==> src/rtl/mem_port_arbiter_if.sv <==
// Bundle of requester, response, memory and status signals for mem_port_arbiter.
// slave is the arbiter's view; master is the surrounding system (requesters + memory).
interface mem_port_arbiter_if #(
    parameter int ADDR_WIDTH = 32,
    parameter int LINE_WIDTH = 128
);
    logic [1:0]            req_valid;
    logic [1:0]            req_ready;
    logic [1:0]            req_we;
    logic [ADDR_WIDTH-1:0] req_addr0;
    logic [ADDR_WIDTH-1:0] req_addr1;
    logic [LINE_WIDTH-1:0] req_wdata0;
    logic [LINE_WIDTH-1:0] req_wdata1;

    logic [1:0]            rsp_valid;
    logic [1:0]            rsp_err;
    logic [LINE_WIDTH-1:0] rsp_rdata;

    logic                  m_rreq_valid;
    logic                  m_rreq_ready;
    logic [ADDR_WIDTH-1:0] m_raddr;
    logic                  m_rrep_valid;
    logic [LINE_WIDTH-1:0] m_rdata;

    logic                  m_wreq_valid;
    logic                  m_wreq_ready;
    logic [ADDR_WIDTH-1:0] m_waddr;
    logic [LINE_WIDTH-1:0] m_wdata;
    logic                  m_wrep_valid;

    logic                  busy;
    logic                  owner;

    modport slave (
        input  req_valid, req_we, req_addr0, req_addr1, req_wdata0, req_wdata1,
        input  m_rreq_ready, m_rrep_valid, m_rdata, m_wreq_ready, m_wrep_valid,
        output req_ready, rsp_valid, rsp_err, rsp_rdata,
        output m_rreq_valid, m_raddr, m_wreq_valid, m_waddr, m_wdata,
        output busy, owner
    );

    modport master (
        output req_valid, req_we, req_addr0, req_addr1, req_wdata0, req_wdata1,
        output m_rreq_ready, m_rrep_valid, m_rdata, m_wreq_ready, m_wrep_valid,
        input  req_ready, rsp_valid, rsp_err, rsp_rdata,
        input  m_rreq_valid, m_raddr, m_wreq_valid, m_waddr, m_wdata,
        input  busy, owner
    );
endinterface

==> src/rtl/mem_port_arbiter.sv <==
// Two-requester round-robin arbiter in front of a single-outstanding line memory port.
// One transaction at a time: grant in IDLE, request in ISSUE, reply or timeout in WAIT.
module mem_port_arbiter #(
    parameter int ADDR_WIDTH = 32,
    parameter int LINE_WIDTH = 128,
    parameter int TIMEOUT    = 255
) (
    input  logic                clk,
    input  logic                rst,
    mem_port_arbiter_if.slave   bus
);
    localparam int CNT_WIDTH = $clog2(TIMEOUT + 1);
    localparam logic [ADDR_WIDTH-1:0] ALIGN_MASK = {{(ADDR_WIDTH-4){1'b1}}, 4'h0};

    typedef enum logic [1:0] {
        IDLE  = 2'd0,
        ISSUE = 2'd1,
        WAIT  = 2'd2
    } state_t;

    state_t                r_state;
    state_t                w_next_state;
    logic                  r_ptr;
    logic                  r_owner;
    logic                  r_we;
    logic [ADDR_WIDTH-1:0] r_addr;
    logic [LINE_WIDTH-1:0] r_wdata;
    logic [CNT_WIDTH-1:0]  r_cnt;

    logic                  w_grant;
    logic                  w_grant_en;
    logic                  w_done;
    logic                  w_reply;
    logic [1:0]            w_req_ready;
    logic [1:0]            w_rsp_valid;
    logic [1:0]            w_rsp_err;
    logic [LINE_WIDTH-1:0] w_rsp_rdata;
    logic                  w_rreq_valid;
    logic                  w_wreq_valid;

    // Pointer only breaks ties; a lone requester always wins.
    assign w_grant = (&bus.req_valid) ? r_ptr : bus.req_valid[1];
    assign w_reply = r_we ? bus.m_wrep_valid : bus.m_rrep_valid;

    always_ff @(posedge clk) begin
        if (rst) r_state <= IDLE;
        else     r_state <= w_next_state;
    end

    // NOTE: every output of this block gets a default first so no path leaves one unassigned (no latches).
    always_comb begin
        w_next_state = r_state;
        w_grant_en   = 1'b0;
        w_done       = 1'b0;
        w_req_ready  = '0;
        w_rsp_valid  = '0;
        w_rsp_err    = '0;
        w_rsp_rdata  = '0;
        w_rreq_valid = 1'b0;
        w_wreq_valid = 1'b0;
        case (r_state)
            IDLE: begin
                if (|bus.req_valid) begin
                    w_grant_en           = 1'b1;
                    w_req_ready[w_grant] = 1'b1;
                    w_next_state         = ISSUE;
                end
            end
            ISSUE: begin
                w_rreq_valid = ~r_we;
                w_wreq_valid = r_we;
                if (r_we ? bus.m_wreq_ready : bus.m_rreq_ready) w_next_state = WAIT;
            end
            WAIT: begin
                if (w_reply) begin
                    w_rsp_valid[r_owner] = 1'b1;
                    if (!r_we) w_rsp_rdata = bus.m_rdata;
                    w_done       = 1'b1;
                    w_next_state = IDLE;
                end else if (r_cnt == CNT_WIDTH'(TIMEOUT)) begin
                    w_rsp_valid[r_owner] = 1'b1;
                    w_rsp_err[r_owner]   = 1'b1;
                    w_done       = 1'b1;
                    w_next_state = IDLE;
                end
            end
            default: w_next_state = IDLE;
        endcase
    end

    // NOTE: sequential state uses non-blocking assignments so every register samples pre-edge values.
    always_ff @(posedge clk) begin
        if (rst) begin
            // NOTE: the latched request is cleared too, since it drives m_raddr/m_waddr/m_wdata directly.
            r_ptr   <= 1'b0;
            r_owner <= 1'b0;
            r_we    <= 1'b0;
            r_addr  <= '0;
            r_wdata <= '0;
            r_cnt   <= '0;
        end else begin
            if (w_grant_en) begin
                r_owner <= w_grant;
                r_we    <= bus.req_we[w_grant];
                r_addr  <= w_grant ? bus.req_addr1  : bus.req_addr0;
                r_wdata <= w_grant ? bus.req_wdata1 : bus.req_wdata0;
            end
            if (w_done) r_ptr <= ~r_owner;
            r_cnt <= (r_state == WAIT) ? r_cnt + CNT_WIDTH'(1) : '0;
        end
    end

    assign bus.req_ready    = w_req_ready;
    assign bus.rsp_valid    = w_rsp_valid;
    assign bus.rsp_err      = w_rsp_err;
    assign bus.rsp_rdata    = w_rsp_rdata;
    assign bus.m_rreq_valid = w_rreq_valid;
    assign bus.m_wreq_valid = w_wreq_valid;
    assign bus.m_raddr      = r_addr & ALIGN_MASK;
    assign bus.m_waddr      = r_addr & ALIGN_MASK;
    assign bus.m_wdata      = r_wdata;
    assign bus.busy         = (r_state != IDLE);
    assign bus.owner        = r_owner;
endmodule

==> src/flat_wrapper.sv <==
// flat-port wrapper written by rule: the top's interface ports become plain ports
module mem_port_arbiter_flat 
#(
    parameter int ADDR_WIDTH = 32,
    parameter int LINE_WIDTH = 128,
    parameter int TIMEOUT    = 255
)
  (clk, rst, bus_req_valid, bus_req_we, bus_req_addr0, bus_req_addr1, bus_req_wdata0, bus_req_wdata1, bus_m_rreq_ready, bus_m_rrep_valid, bus_m_rdata, bus_m_wreq_ready, bus_m_wrep_valid, bus_req_ready, bus_rsp_valid, bus_rsp_err, bus_rsp_rdata, bus_m_rreq_valid, bus_m_raddr, bus_m_wreq_valid, bus_m_waddr, bus_m_wdata, bus_busy, bus_owner);
  mem_port_arbiter_if #(.ADDR_WIDTH(ADDR_WIDTH), .LINE_WIDTH(LINE_WIDTH)) bus_i ();
  input  logic clk;
  input  logic rst;
  input wire logic [$bits(bus_i.req_valid)-1:0] bus_req_valid;
  input wire logic [$bits(bus_i.req_we)-1:0] bus_req_we;
  input wire logic [$bits(bus_i.req_addr0)-1:0] bus_req_addr0;
  input wire logic [$bits(bus_i.req_addr1)-1:0] bus_req_addr1;
  input wire logic [$bits(bus_i.req_wdata0)-1:0] bus_req_wdata0;
  input wire logic [$bits(bus_i.req_wdata1)-1:0] bus_req_wdata1;
  input wire logic [$bits(bus_i.m_rreq_ready)-1:0] bus_m_rreq_ready;
  input wire logic [$bits(bus_i.m_rrep_valid)-1:0] bus_m_rrep_valid;
  input wire logic [$bits(bus_i.m_rdata)-1:0] bus_m_rdata;
  input wire logic [$bits(bus_i.m_wreq_ready)-1:0] bus_m_wreq_ready;
  input wire logic [$bits(bus_i.m_wrep_valid)-1:0] bus_m_wrep_valid;
  output wire logic [$bits(bus_i.req_ready)-1:0] bus_req_ready;
  output wire logic [$bits(bus_i.rsp_valid)-1:0] bus_rsp_valid;
  output wire logic [$bits(bus_i.rsp_err)-1:0] bus_rsp_err;
  output wire logic [$bits(bus_i.rsp_rdata)-1:0] bus_rsp_rdata;
  output wire logic [$bits(bus_i.m_rreq_valid)-1:0] bus_m_rreq_valid;
  output wire logic [$bits(bus_i.m_raddr)-1:0] bus_m_raddr;
  output wire logic [$bits(bus_i.m_wreq_valid)-1:0] bus_m_wreq_valid;
  output wire logic [$bits(bus_i.m_waddr)-1:0] bus_m_waddr;
  output wire logic [$bits(bus_i.m_wdata)-1:0] bus_m_wdata;
  output wire logic [$bits(bus_i.busy)-1:0] bus_busy;
  output wire logic [$bits(bus_i.owner)-1:0] bus_owner;
  assign bus_i.req_valid = bus_req_valid;
  assign bus_i.req_we = bus_req_we;
  assign bus_i.req_addr0 = bus_req_addr0;
  assign bus_i.req_addr1 = bus_req_addr1;
  assign bus_i.req_wdata0 = bus_req_wdata0;
  assign bus_i.req_wdata1 = bus_req_wdata1;
  assign bus_i.m_rreq_ready = bus_m_rreq_ready;
  assign bus_i.m_rrep_valid = bus_m_rrep_valid;
  assign bus_i.m_rdata = bus_m_rdata;
  assign bus_i.m_wreq_ready = bus_m_wreq_ready;
  assign bus_i.m_wrep_valid = bus_m_wrep_valid;
  assign bus_req_ready = bus_i.req_ready;
  assign bus_rsp_valid = bus_i.rsp_valid;
  assign bus_rsp_err = bus_i.rsp_err;
  assign bus_rsp_rdata = bus_i.rsp_rdata;
  assign bus_m_rreq_valid = bus_i.m_rreq_valid;
  assign bus_m_raddr = bus_i.m_raddr;
  assign bus_m_wreq_valid = bus_i.m_wreq_valid;
  assign bus_m_waddr = bus_i.m_waddr;
  assign bus_m_wdata = bus_i.m_wdata;
  assign bus_busy = bus_i.busy;
  assign bus_owner = bus_i.owner;
  mem_port_arbiter #(.ADDR_WIDTH(ADDR_WIDTH), .LINE_WIDTH(LINE_WIDTH), .TIMEOUT(TIMEOUT)) u_core (.clk(clk), .rst(rst), .bus(bus_i));
endmodule
==> config.mk <==
export PLATFORM = sky130hd
export DESIGN_NAME = mem_port_arbiter_flat
export DESIGN_NICKNAME = d
export VERILOG_FILES = /design/src/rtl/mem_port_arbiter_if.sv /design/src/rtl/mem_port_arbiter.sv /design/src/flat_wrapper.sv
export SDC_FILE = /design/constraint.sdc
export NUM_CORES = 1
export LEC_CHECK = 0
export ABC_AREA = 1
export ABC_CLOCK_PERIOD_IN_PS = 1600
export BUFFER_PORTS_ARGS = -buffer_cell sky130_fd_sc_hd__buf_2
export CAP_MARGIN = 40
export CORE_AREA = 2 2 302 304
export DETAILED_ROUTE_END_ITERATION = 10
export DIE_AREA = 0 0 304 306
export SLEW_MARGIN = 20
export SYNTH_ARGS = -nofsm -noshare
export SYNTH_HDL_FRONTEND = slang
export SYNTH_SLANG_ARGS = --single-unit
export TNS_END_PERCENT = 1
==> constraint.sdc <==
create_clock -name clk -period 1.6 [get_ports clk]
set_input_delay 0.08 -clock clk [delete_from_list [all_inputs] [get_ports clk]]
set_output_delay 0.08 -clock clk [all_outputs]
set_load 0.03 [all_outputs]
; Word level (Yosys, flattened, before mapping)
; Index checks and enable logic that the tools add are counted.
[op_classes]
addsub = 1
muxes = 33
n_eq_ne = 6
reduce_logical = 8
order_cmp = 4
bitwise = 3
[op_table]
columns = cell, n
row1 = 128-bit two-way mux, 4
row2 = 32-bit two-way mux, 1
row3 = 2-bit two-way mux, 11
row4 = 1-bit two-way mux, 14
row5 = "8-bit by 1-bit adder with 8-bit output, second input constant", 1
row6 = "8-bit equality test, second input constant", 1
row7 = 2-bit one-hot mux with 3 select lines, 1
row8 = "1-bit by 2-bit less-than comparator with 1-bit output, second input constant", 2
row9 = "2-bit by 1-bit inequality test with 1-bit output, second input constant", 2
row10 = 2-bit OR reduction, 2
row11 = "3-bit by 1-bit inequality test with 1-bit output, second input constant", 1
row12 = 1-bit NOT, 3
row13 = 3-bit AND reduction, 1
row14 = 1-bit demux with 1-bit select, 2
row15 = "2-bit by 1-bit equality test with 1-bit output, second input constant", 1
row16 = "2-bit equality test, second input constant", 1
row17 = "1-bit greater-or-equal comparator, second input constant", 2
row18 = 1-bit logical AND, 2
row19 = 2-bit logical NOT, 1
row20 = 2-bit AND reduction, 1
row21 = 2-bit nonzero test, 1
[word_totals]
reg_bits = 173
word_cells = 62
in_bits = 458
output_inout_bits = 330

; Longest topological paths before layout
; Gate-level depths: netlist of the first run.
[depth]
word_depth = 8
ltp_mapped = 10
ltp_nobuf = 8

; Worst setup path before layout of the first run
; Ideal clock, no wire load.
[synth_timing]
path_kind = register -> output
from = reg u_core.r_state[0]
to = out bus_req_ready[0]
slack_ns = -0.082
t_arrival_ns = 1.602
path_stages_with_launch = 8
t_required_ns = 1.520
cell_sequence = dfxtp_1 inv_1 nand2_1 nor2_2 inv_2 buf_2 buf_2 nor2_1
[synth_via]
elab_chain_cells = 2
[synth_rtl]
columns = item, line
row1 = from (decl), mem_port_arbiter.sv:21  ; state_t r_state;
row2 = from (signal assigned), mem_port_arbiter.sv:47  ; else r_state <= w_next_state;
row3 = 2-bit logical NOT, mem_port_arbiter.sv:61  ; case (r_state)
row4 = 2-bit two-way mux, mem_port_arbiter.sv:61
row5 = to (decl), flat_wrapper.sv:23  ; output wire logic [$bits(bus_i.req_ready)-1:0] bus_req_ready;
; No other way between the ends.

; Final worst setup path of the first run
[layout_timing]
from = reg u_core.r_we
to = out bus_rsp_rdata[57]
[layout_via]
elab_chain_cells = 3
[layout_rtl]
columns = item, line
row1 = from (decl), mem_port_arbiter.sv:25  ; logic r_we;
row2 = from (signal assigned), mem_port_arbiter.sv:104  ; r_we <= bus.req_we[w_grant];
row3 = 128-bit two-way mux / 1-bit two-way mux (equally long branches), "mem_port_arbiter.sv:77, mem_port_arbiter.sv:43"
row4 = 128-bit two-way mux *, mem_port_arbiter.sv:75  ; if (w_reply) begin
row5 = 128-bit two-way mux *, mem_port_arbiter.sv:61
row6 = to (decl), flat_wrapper.sv:26  ; output wire logic [$bits(bus_i.rsp_rdata)-1:0] bus_rsp_rdata;
; Every way passes the cells marked *; elsewhere a longest branch is shown, timed or not.

==> summary.md, run 1 <==
| Metric | Value |
|---|---|
| Most Crowded Layer GR | met2 |
| Synth Flop Type | dfxtp_1 |
| Netlist Area Pre-Place | 9730 µm² |
| Area grow syn2layout | 114% |
| Most numerous cell in the Yosys netlist | nand2_1 |
| ANT nets after route | 0 |
| GR Layer Usage met3 | 0.0442 |
| CTS tree | yes |
| F_max | ~0.53 GHz |
| Leakage power | 10.7 nW |
| EDFF count, synth | 0 |
| Crit path DAT | approximately 1.8 ns |
| Min Tclk post-route | 1.89 ns |
| Max clock buf depth | 2 |
| Max-slew violations | 0 |
| Share of cells above drive strength 1 | 0.385 |
| Via density | 3.96 |
| DIE WIDTH | 304 µm |
| FFs w/ async S/R, synth | 0 |
| DP Wirelength | a little over 50 mm |
| Final WS setup | -0.290 ns |
| GRT met1 Usage | 0.145 |
| Grt total ovfl | 0 |
| CP Class | register to primary output |
| Initial antenna violation count | 18 |
| Die area | 93000 µm² |
| Final WL | between 70 and 80 mm |
| Root Buffer | clkbuf_16 |
| Total of max-cap violations | 0 |
| CTS sink count | between 150 and 200 |
| Die Y | 306 µm |
| Drt first pass iters | 6 |
| Cells after synthesis | 1621 |
| Pwr/cell area | approximately 830 nW/µm² |
| Post-CTS Hold Buffers | ~310 |
| RSZ-0062 raised after global routing | yes |
| Setup-failing EPs final | 143 |
| H-tree levels | 4 |
| Mean area per synthesized cell | roughly 6 µm² |
| FILL cells | 9715 |
| All-Layer GR Usage | 0.145 |
| Critical Path End Type | primary output |
| DRC | 0 |
| Core Area | 89600 µm² |
| Placer Congestion | between 0.9 and 1 |
| Crit Path Max Fanout | 24 |
| TritonCTS buffer count | 17 |
| DR vias | about 15k |
| Post-synth top area cell | dfxtp_1 |
| Final worst path period share | 1.18 |
| Hold Worst Slack | about 0.012 ns |
| Largest cells by area after synthesis | dfxtp_1, nand3_1, nand2_1, inv_1, nor2_1 |
| Placed cells | between 3k and 4k |
| Met2 usage | 0.258 |
| Max IR drop VDD | around 0.83 mV |
| Synth Register Bits | between 150 and 200 |
| Synth unique cells | 18 |
| Starting density of the core | 0.109 |
| Largest net degree at the start of global routing | 50 |
| Hold Vio Cnt, Final | 0 |
| Post-route clock skew | roughly 0.023 ns |
| Vias in the first global route | between 15k and 20k |
| Outcome | finished with violations |
| Failing checks | setup timing |
| Critical path launch point type | register |
| Seq/Total Area, Yosys | 0.348 |
| Port Buffer Count | a little under 800 |
| First-pass GRT wire length | about 100 mm |
| Fin nets | between 3k and 4k |
| Worst Path Required | between 1.5 and 2 ns |
| Synth top area share | 0.348 |
| Top cells by count, synth | nand2_1, nand3_1, inv_1 |
| Clk_lat worst skew | around 0.5 ns |
| 1st-iter DRT viols | between 1.5k and 2k |
| Ports | 788 |
| Hold crit path type | input pin to register |
| Yosys Warn Count | 0 |
| Clk pin slew, worst setup/hold paths | ~0.080 ns |
| Post-Layout Cell Count | just under 4k |
| Rows | between 100 and 150 |
| Routed len/inst | about 18 µm |
-- flip-flops by register name, indices dropped and copies added, names as in the netlist --
| register | flops |
|---|---|
| u_core.r_addr | 28 |
| u_core.r_state | 2 |
| u_core.bus.m_wdata | 128 |
| u_core.r_cnt | 8 |
| u_core.r_we | 1 |
| u_core.bus.owner | 1 |
| u_core.r_ptr | 1 |
-- routing by layer --
layer | part of all wire | routed length, µm
met5 | 0.0018 | 126
met4 | 0.070 | 4920
met3 | 0.083 | 5800
met2 | 0.50 | 34800
met1 | 0.35 | 24600
-- cells in the final DEF, fill, tap and decap left out, types with 18 or more instances in the layout --
cell type,Yosys,layout
inv_1,177,172
clkbuf_16,0,18
nor2_2,1,39
nand2_2,0,21
nand2_1,462,434
dlygate4sd3_1,0,308
dfxtp_1,169,162
nand3_1,416,412
buf_6,0,70
nor2_4,0,30
buf_12,0,47
buf_2,48,637
nor2_1,153,85
nand3b_1,30,30
buf_4,36,120
a21oi_1,37,37
-- critical path: stages, from the launching register on --
cell     delay (ns)
dfxtp_4        0.36
nor2_4         0.12
buf_12         0.16
buf_16         0.14
buf_12         0.16
nand2_1        0.08
nor2_1         0.12
buf_4          0.18
-- final timing paths --
kind | from | to | slack [ns] | depth (start not counted)
setup / recovery | u_core.r_we | bus_rsp_rdata[57] | -0.29 | 7
hold / removal | bus_m_wrep_valid | u_core.r_state[1] | 0.01 | 6
setup reg to reg | u_core.r_state[1] | u_core.bus.m_wdata[30] | -0.07 | 10
hold reg to reg | u_core.bus.m_wdata[90] | u_core.bus.m_wdata[90] | 0.46 | 2
-- kinds of logic (layout without fill, tap and decap cells) --
family | after synthesis | in the layout | share of synthesized area
adders and majority gates | 1 | 1 | 0.00129
buffers and inverters | 345 | 1409 | 0.153
and+or+nand+nor | 1064 | 1064 | 0.476
DFF | 169 | 169 | 0.348
other | 1 | 13 | 0.000385
AOI/OAI and AO/OA | 41 | 41 | 0.0211
-- report_power, final --
part	leakage [nW]	total (W)	switching [W]	internal, W
Clock	0.282	0.00451	0.00210	0.00241
Combinational	9.05	0.00782	0.00472	0.00310
Sequential	1.40	0.00501	0.000311	0.00470
-- final cells by class --
type	instances	area (µm²)	area share
Clock inverter	11	135	0.00649
Multi-Input combinational cell	1114	5350	0.257
Sequential cell	169	3390	0.163
Inverter	178	698	0.0335
Antenna cell	5	12.5	0.000601
Clock buffer	21	460	0.0221
Timing Repair inverter	1	8.76	0.000421
Tap cell	1176	1470	0.0707
Timing Repair Buffer	1198	9290	0.446
-- metrics by stage --
step           setup TNS [ns]  instance area, µm²  worst slack, ns   util  power, W
2_1_floorplan               0                9760           0.0380      -   0.00876
3_3_place_gp           -0.286               15600           -0.159  0.174    0.0114
3_5_place_dp           -0.185               15600           -0.145  0.174    0.0114
4_1_cts                -37.89               20400           -0.366  0.228    0.0174
5_1_grt                -50.62               20800           -0.397  0.232    0.0182
6_report               -29.62               20800           -0.290  0.232    0.0173
-- repair_timing --
item                       CTS  global route
resized for setup          282            93
setup buffers               13             5
pin swaps                   12            19
setup endpoints to repair  191           283
gates cloned                 7             1
hold endpoints to repair   160             1
Note: power is estimated with default switching activity, not from simulation.
==> inputs of run 2 (changes only) <==
--- a/config.mk
+++ b/config.mk
@@ -12,6 +12,7 @@
 export CORE_AREA = 2 2 302 304
 export DETAILED_ROUTE_END_ITERATION = 10
 export DIE_AREA = 0 0 304 306
+export SETUP_SLACK_MARGIN = 0.5
 export SLEW_MARGIN = 20
 export SYNTH_ARGS = -nofsm -noshare
 export SYNTH_HDL_FRONTEND = slang
==> run 2 against run 1 <==
Net effect:
- the run still ends with setup timing left
- clock power barely moved
- die area unchanged
- core utilization up 1.9 points
- global-route usage rose by 1.1 points
- hold slack improved by 0.083 ns
==> summary.md, run 2 (synthesis gave the netlist of run 1 again) <==
| Metric | Value |
|---|---|
| Outcome | finished with violations (unchanged) |
| Failing checks | setup timing (unchanged) |
| R2R depth | 11 (was 10) |
| Placed cell areas | 15700 µm² (was 15600 µm²) |
| Setup-failing EPs final | 160 (was 143) |
| Post-route clock skew | 0.0199 ns (was 0.0233 ns) |
| Crit path DAT | 1.85 ns (was 1.81 ns) |
| Vias in the first global route | 16.1k (was 15.1k) |
| DR vias | 15.8k (was 15.3k) |
| Setup WS pre-CTS | -0.00932 ns (was -0.145 ns) |
| DIE WIDTH | 304 µm (unchanged) |
| H-tree levels | 4 (unchanged) |
| Grt total ovfl | 0 (unchanged) |
| Most common cell after layout, fill and taps aside | buf_2 (unchanged) |
| All-Layer GR Usage | 0.156 (was 0.145) |
| Crit-path max cell delay | 0.35 ns (was 0.36 ns) |
| Clk pin slew, worst setup/hold paths | 0.09 ns (was 0.08 ns) |
| Clk_lat worst skew | 0.50 ns (about the same) |
| Reg2Reg Setup Slack | -0.11 ns (was -0.07 ns) |
| Post-route cell area | 22500 µm² (was 20800 µm²) |
| Leakage power | 11.1 nW (was 10.7 nW) |
| Critical path launch point type | register (unchanged) |
| Fin nets | 3159 (was 3138) |
| Initial antenna violation count | 28 (was 18) |
| CTS sink count | 169 (unchanged) |
| Stages on worst setup path | 7 (unchanged) |
| Critical Path End Type | primary output (unchanged) |
| Worst Hold Depth | 5 (was 6) |
| Hold crit path type | input pin to register (unchanged) |
| CP top delay family | buffers and inverters (unchanged) |
| Drt first pass iters | 6 (unchanged) |
| RSZ-0062 raised after global routing | yes (unchanged) |
| PnR Total Power | 0.0185 W (was 0.0173 W) |
| Core Area | 89600 µm² (unchanged) |
| Min Tclk post-route | 1.93 ns (was 1.89 ns) |
| Die area | 93000 µm² (unchanged) |
| Slowest CP cell | dfxtp_2 (was dfxtp_4) |
| Worst Path Required | 1.52 ns (about the same) |
| Final WL | 75.8 mm (was 70.3 mm) |
| ANT nets after route | 0 (unchanged) |
| CP Class | register to primary output (unchanged) |
| First-pass GRT wire length | 106 mm (was 99.2 mm) |
| Final worst path period share | 1.21 (was 1.18) |
| Placer Congestion | 0.951 (was 0.921) |
| Hold Path End | u_core.r_we (was u_core.r_state[1]) |
| DRC | 0 (unchanged) |
| Via density | 4.04 (was 3.96) |
| Starting density of the core | 0.109 (unchanged) |
| Routed len/inst | 19.4 µm (was 18.1 µm) |
| Ports | 788 (unchanged) |
| Largest net degree at the start of global routing | 58 (was 50) |
| Worst-path cell chain | inv_2 > nor2_4 > inv_8 > buf_16 > buf_4 > nor2_4 > buf_6 (was nor2_4 > buf_12 > buf_16 > buf_12 > nand2_1 > nor2_1 > buf_4) |
| Worst r2r dst | u_core.r_addr[19] (was u_core.bus.m_wdata[30]) |
| Crit-path most repeated cell | nor2_4 (was buf_12) |
| 1st-iter DRT viols | 1511 (was 1664) |
| Most frequent cells in the layout | buf_2, nand2_1, nand3_1, dlygate4sd3_1, buf_6 (was buf_2, nand2_1, nand3_1, dlygate4sd3_1, inv_1) |
| R2r startpoint | u_core.r_state[0] (was u_core.r_state[1]) |
| Final WS setup | -0.332 ns (was -0.290 ns) |
| Hold Vio Cnt, Final | 0 (unchanged) |
| Count of buffer and inverter cells on the critical path | 5 (was 4) |
| Pwr/cell area | 820 nW/µm² (was 833 nW/µm²) |
| Max clock buf depth | 2 (unchanged) |
| DP Wirelength | 53.7 mm (was 51.8 mm) |
| Root Buffer | clkbuf_16 (unchanged) |
| Die Y | 306 µm (unchanged) |
| Share of cells above drive strength 1 | 0.438 (was 0.385) |
| CTS tree | yes (unchanged) |
| Max IR drop VDD | 0.852 mV (was 0.833 mV) |
| TritonCTS buffer count | 17 (unchanged) |
| F_max | 0.518 GHz (was 0.529 GHz) |
| Worst hold start | bus_req_valid[1] (was bus_m_wrep_valid) |
| Hold Worst Slack | 0.0945 ns (was 0.0117 ns) |
| Max FFs per register | 128 (unchanged) |
| Final cell utilization of the core | 0.251 (was 0.232) |
| Area grow syn2layout | 131% (was 114%) |
| Port Buffer Count | 771 (unchanged) |
| Max-slew violations | 0 (unchanged) |
| Rows | 110 (unchanged) |
| Crit Path Max Fanout | 13 (was 24) |
| Total of max-cap violations | 0 (unchanged) |
-- run 2: layout make-up --
cell class	count	area [µm²]
clock buffers	17	425
flip-flops and latches	169	3570
inverters	178	691
clock inverters	15	173
well taps	1176	1470
repair buffers	1220	10700
diodes	15	37.5
multi-input cells	1114	5480
fillers	9500	67100
-- run 2: worst register-to-register path, stage by stage, from the launching register on --
cell,delay [ns]
dfxtp_2,0.38
inv_2,0.05
nand2_2,0.10
nor2_4,0.04
buf_12,0.13
buf_12,0.15
buf_16,0.19
buf_12,0.18
nand3_1,0.10
nand3_2,0.11
nand2_1,0.12
inv_1,0.05
-- run 2: metal layers --
metal / track usage / part of all wire
met5: 0 / 0.00049
met4: 0.104 / 0.064
met3: 0.0541 / 0.11
met2: 0.270 / 0.49
met1: 0.159 / 0.34
-- run 2: power breakdown --
group          switching [W]  leakage, nW  internal (W)
Sequential          0.000452         1.44       0.00476
Combinational        0.00486         9.34       0.00385
Clock                0.00242        0.283       0.00211
-- run 2: metrics by stage --
step / std cells / TNS [ns]
2_1_floorplan: 1628 / 0
3_3_place_gp: 3520 / 0
3_5_place_dp: 3520 / -0.00932
4_1_cts: 3880 / -39.88
5_1_grt: 3902 / -56.85
6_report: 3904 / -33.34
-- run 2: worst max path at each step --
stage / from / endpoint / slack [ns]
after floorplan: u_core.r_state[1] / bus_rsp_rdata[100] / 0.05
after global placement: u_core.r_state[1] / bus_rsp_rdata[91] / 0.02
after detailed placement: u_core.r_state[1] / bus_rsp_rdata[91] / -0.009
after CTS: u_core.r_we / bus_rsp_rdata[15] / -0.38
after global routing: u_core.r_cnt[5] / bus_rsp_err[1] / -0.49
final: u_core.r_state[1] / bus_rsp_rdata[119] / -0.33
-- run 2: timing repair --
item                                   in CTS  in global routing
endpoints found under the hold margin     160                  0
buffers inserted                            8                  9
gates cloned                                5                  0
resized for setup                         684                304
pin swaps                                  21                 12
setup endpoints to repair                 491                491
hold buffers                              315                  0
==> inputs of run 3 (changes only) <==
--- a/config.mk
+++ b/config.mk
@@ -12,6 +12,8 @@
 export CORE_AREA = 2 2 302 304
 export DETAILED_ROUTE_END_ITERATION = 10
 export DIE_AREA = 0 0 304 306
+export HOLD_SLACK_MARGIN = 0.06
+export RECOVER_POWER = 100
 export SETUP_SLACK_MARGIN = 0.5
 export SLEW_MARGIN = 20
 export SYNTH_ARGS = -nofsm -noshare
==> run 3 against run 2 <==
Net effect:
- the run still ends with setup timing left
- clock power barely moved
- sequential power fell by 2%
- hold slack improved by 0.044 ns
- global-route usage barely moved
- critical path depth fell by 1
- sequential share of layout area barely moved
==> summary.md, run 3 (synthesis gave the netlist of run 1 again) <==
| Metric | Value |
|---|---|
| Drt first pass iters | 8 (was 6) |
| Crit-path most repeated cell | nor2_4 (unchanged) |
| Post-route cell area | 21600 µm² (was 22500 µm²) |
| Rows | 110 (unchanged) |
| Hold Vio Cnt, Final | 0 (unchanged) |
| Slowest CP cell | dfxtp_1 (was dfxtp_2) |
| Slew margin rel. | 0.602 |
| DR vias | 15.8k (about the same) |
| F_max | 0.514 GHz (was 0.518 GHz) |
| First-pass GRT wire length | 106 mm (about the same) |
| Routed len/inst | 19.4 µm (about the same) |
| Total of max-cap violations | 0 (unchanged) |
| CTS sink count | 169 (unchanged) |
| ANT nets after route | 0 (unchanged) |
| Hold Path End | u_core.bus.m_wdata[67] (was u_core.r_we) |
| FILL cells | 9705 (was 9500) |
| Clk pin slew, worst setup/hold paths | 0.09 ns (about the same) |
| Min Tclk post-route | 1.95 ns (was 1.93 ns) |
| CTS tree | yes (unchanged) |
| Critical Path End Type | primary output (unchanged) |
| Final WS setup | -0.347 ns (was -0.332 ns) |
| Worst Hold Depth | 5 (unchanged) |
| Hold Worst Slack | 0.138 ns (was 0.0945 ns) |
| Starting density of the core | 0.109 (unchanged) |
| R2R depth | 11 (unchanged) |
| Share of cells above drive strength 1 | 0.371 (was 0.438) |
| Die Y | 306 µm (unchanged) |
| DP Wirelength | 53.7 mm (unchanged) |
| Max FFs per register | 128 (unchanged) |
| Via density | 4.04 (about the same) |
| Max clock buf depth | 2 (unchanged) |
| Final setup TNS | -38.12 ns (was -33.34 ns) |
| Crit Path Max Fanout | 13 (unchanged) |
| Failing checks | setup timing (unchanged) |
| Pwr/cell area | 827 nW/µm² (was 820 nW/µm²) |
| Slew @ Worst Pin | around 0.6 ns |
| Crit-path max cell delay | 0.37 ns (was 0.35 ns) |
| Top Layer Used | met5 (unchanged) |
| Max IR drop VDD | 0.850 mV (was 0.852 mV) |
| Core Area | 89600 µm² (unchanged) |
| Area grow syn2layout | 122% (was 131%) |
| CP Class | register to primary output (unchanged) |
| Port Buffer Count | 771 (unchanged) |
| Vias in the first global route | 16.1k (about the same) |
| Final worst path period share | 1.22 (was 1.21) |
| Worst r2r dst | u_core.r_addr[19] (unchanged) |
| Setup-failing EPs final | 231 (was 160) |
| Met3 WL | 8.13 mm (was 8.06 mm) |
| Most common cell after layout, fill and taps aside | buf_2 (unchanged) |
| Final WL | 75.7 mm (was 75.8 mm) |
| Worst Path Required | 1.52 ns (about the same) |
| DIE WIDTH | 304 µm (unchanged) |
| Fin nets | 3160 (was 3159) |
| Placed cell areas | 15700 µm² (unchanged) |
| All-Layer GR Usage | 0.156 (about the same) |
| R2r startpoint | u_core.r_state[0] (unchanged) |
| Clk_lat worst skew | 0.50 ns (about the same) |
| RSZ-0062 raised after global routing | yes (unchanged) |
| Worst-path cell chain | nor2_4 > inv_8 > buf_16 > buf_4 > nor2_4 > buf_6 (was inv_2 > nor2_4 > inv_8 > buf_16 > buf_4 > nor2_4 > buf_6) |
| Most frequent cells in the layout | buf_2, nand2_1, nand3_1, dlygate4sd3_1, buf_6 (unchanged) |
| Max-slew violations | 0 (unchanged) |
| Largest net degree at the start of global routing | 58 (unchanged) |
| Crit path DAT | 1.87 ns (was 1.85 ns) |
| DRC | 0 (unchanged) |
| Post-route clock skew | 0.0196 ns (was 0.0199 ns) |
| DR WL met2 | 36.5 mm (was 37.0 mm) |
| Outcome | finished with violations (unchanged) |
| H-tree levels | 4 (unchanged) |
| Grt total ovfl | 0 (unchanged) |
| 1st-iter DRT viols | 1484 (was 1511) |
| Critical path launch point type | register (unchanged) |
| PnR Total Power | 0.0179 W (was 0.0185 W) |
| Root Buffer | clkbuf_16 (unchanged) |
| TritonCTS buffer count | 17 (unchanged) |
| Reg2Reg Setup Slack | -0.20 ns (was -0.11 ns) |
| Initial antenna violation count | 28 (unchanged) |
| Placer Congestion | 0.951 (unchanged) |
| Ports | 788 (unchanged) |
| Hold crit path type | input pin to register (unchanged) |
| Die area | 93000 µm² (unchanged) |
| Met1 wire length | 25.7 mm (was 25.8 mm) |
| Leakage power | 10.6 nW (was 11.1 nW) |
| Worst hold start | bus_req_valid[1] (unchanged) |
[run 3: worst max-delay path by stage]
| stage | cells past startpoint | slack [ns] | start | endpoint |
|---|---|---|---|---|
| 6_report | 6 | -0.35 | u_core.r_state[0] | bus_rsp_rdata[119] |
| 5_1_grt | 6 | -0.49 | u_core.r_cnt[5] | bus_rsp_err[1] |
| 4_1_cts | 6 | -0.38 | u_core.r_we | bus_rsp_rdata[15] |
| 3_5_place_dp | 6 | -0.009 | u_core.r_state[1] | bus_rsp_rdata[91] |
| 3_3_place_gp | 6 | 0.02 | u_core.r_state[1] | bus_rsp_rdata[91] |
| 2_1_floorplan | 6 | 0.05 | u_core.r_state[1] | bus_rsp_rdata[100] |
[run 3: through the flow]
| stage | worst slack (ns) | cells | util |
|---|---|---|---|
| 2_1_floorplan | 0.0515 | 1628 | - |
| 3_3_place_gp | 0.0181 | 3520 | 0.175 |
| 3_5_place_dp | -0.00932 | 3520 | 0.175 |
| 4_1_cts | -0.378 | 3881 | 0.242 |
| 5_1_grt | -0.495 | 3903 | 0.241 |
| 6_report | -0.347 | 3905 | 0.241 |
[run 3: metal layers]
layer / vias to the layer above / track usage
li1: 7230 / -
met1: 7104 / 0.159
met2: 1126 / 0.270
met3: 293 / 0.0541
met4: 6 / 0.104
met5: - / 0
[run 3: area by class of cell]
| type | count | area (µm²) | area share |
|---|---|---|---|
| clock inverter | 15 | 173 | 0.00799 |
| tap | 1176 | 1470 | 0.0681 |
| timing repair buffer | 1221 | 9910 | 0.459 |
| inverter | 178 | 691 | 0.0320 |
| multi-input combinational | 1114 | 5480 | 0.254 |
| sequential | 169 | 3420 | 0.158 |
| clock buffer | 17 | 425 | 0.0197 |
| antenna | 15 | 37.5 | 0.00174 |
[run 3: worst max-delay path, delay by kind of cell, from the launching register on]
| family | cells | cell delay, ns |
|---|---|---|
| buffers and inverters | 4 | 0.60 |
| flip-flops | 1 | 0.37 |
| AND/OR/NAND/NOR | 2 | 0.35 |
[run 3: repair_timing]
action                                  CTS  global route
endpoints found under the setup margin  491           491
buffers inserted                          8             9
pin swaps                                21            12
gates cloned                              5             0
hold buffers                            316             0
resized for setup                       684           304
endpoints found under the hold margin   164             0
[run 3: where the power goes]
part,switching (W),internal [W],total [W]
combinational,0.00486,0.00340,0.00826
clock,0.00241,0.00211,0.00452
sequential,0.000390,0.00471,0.00510
total,0.00766,0.0102,0.0179
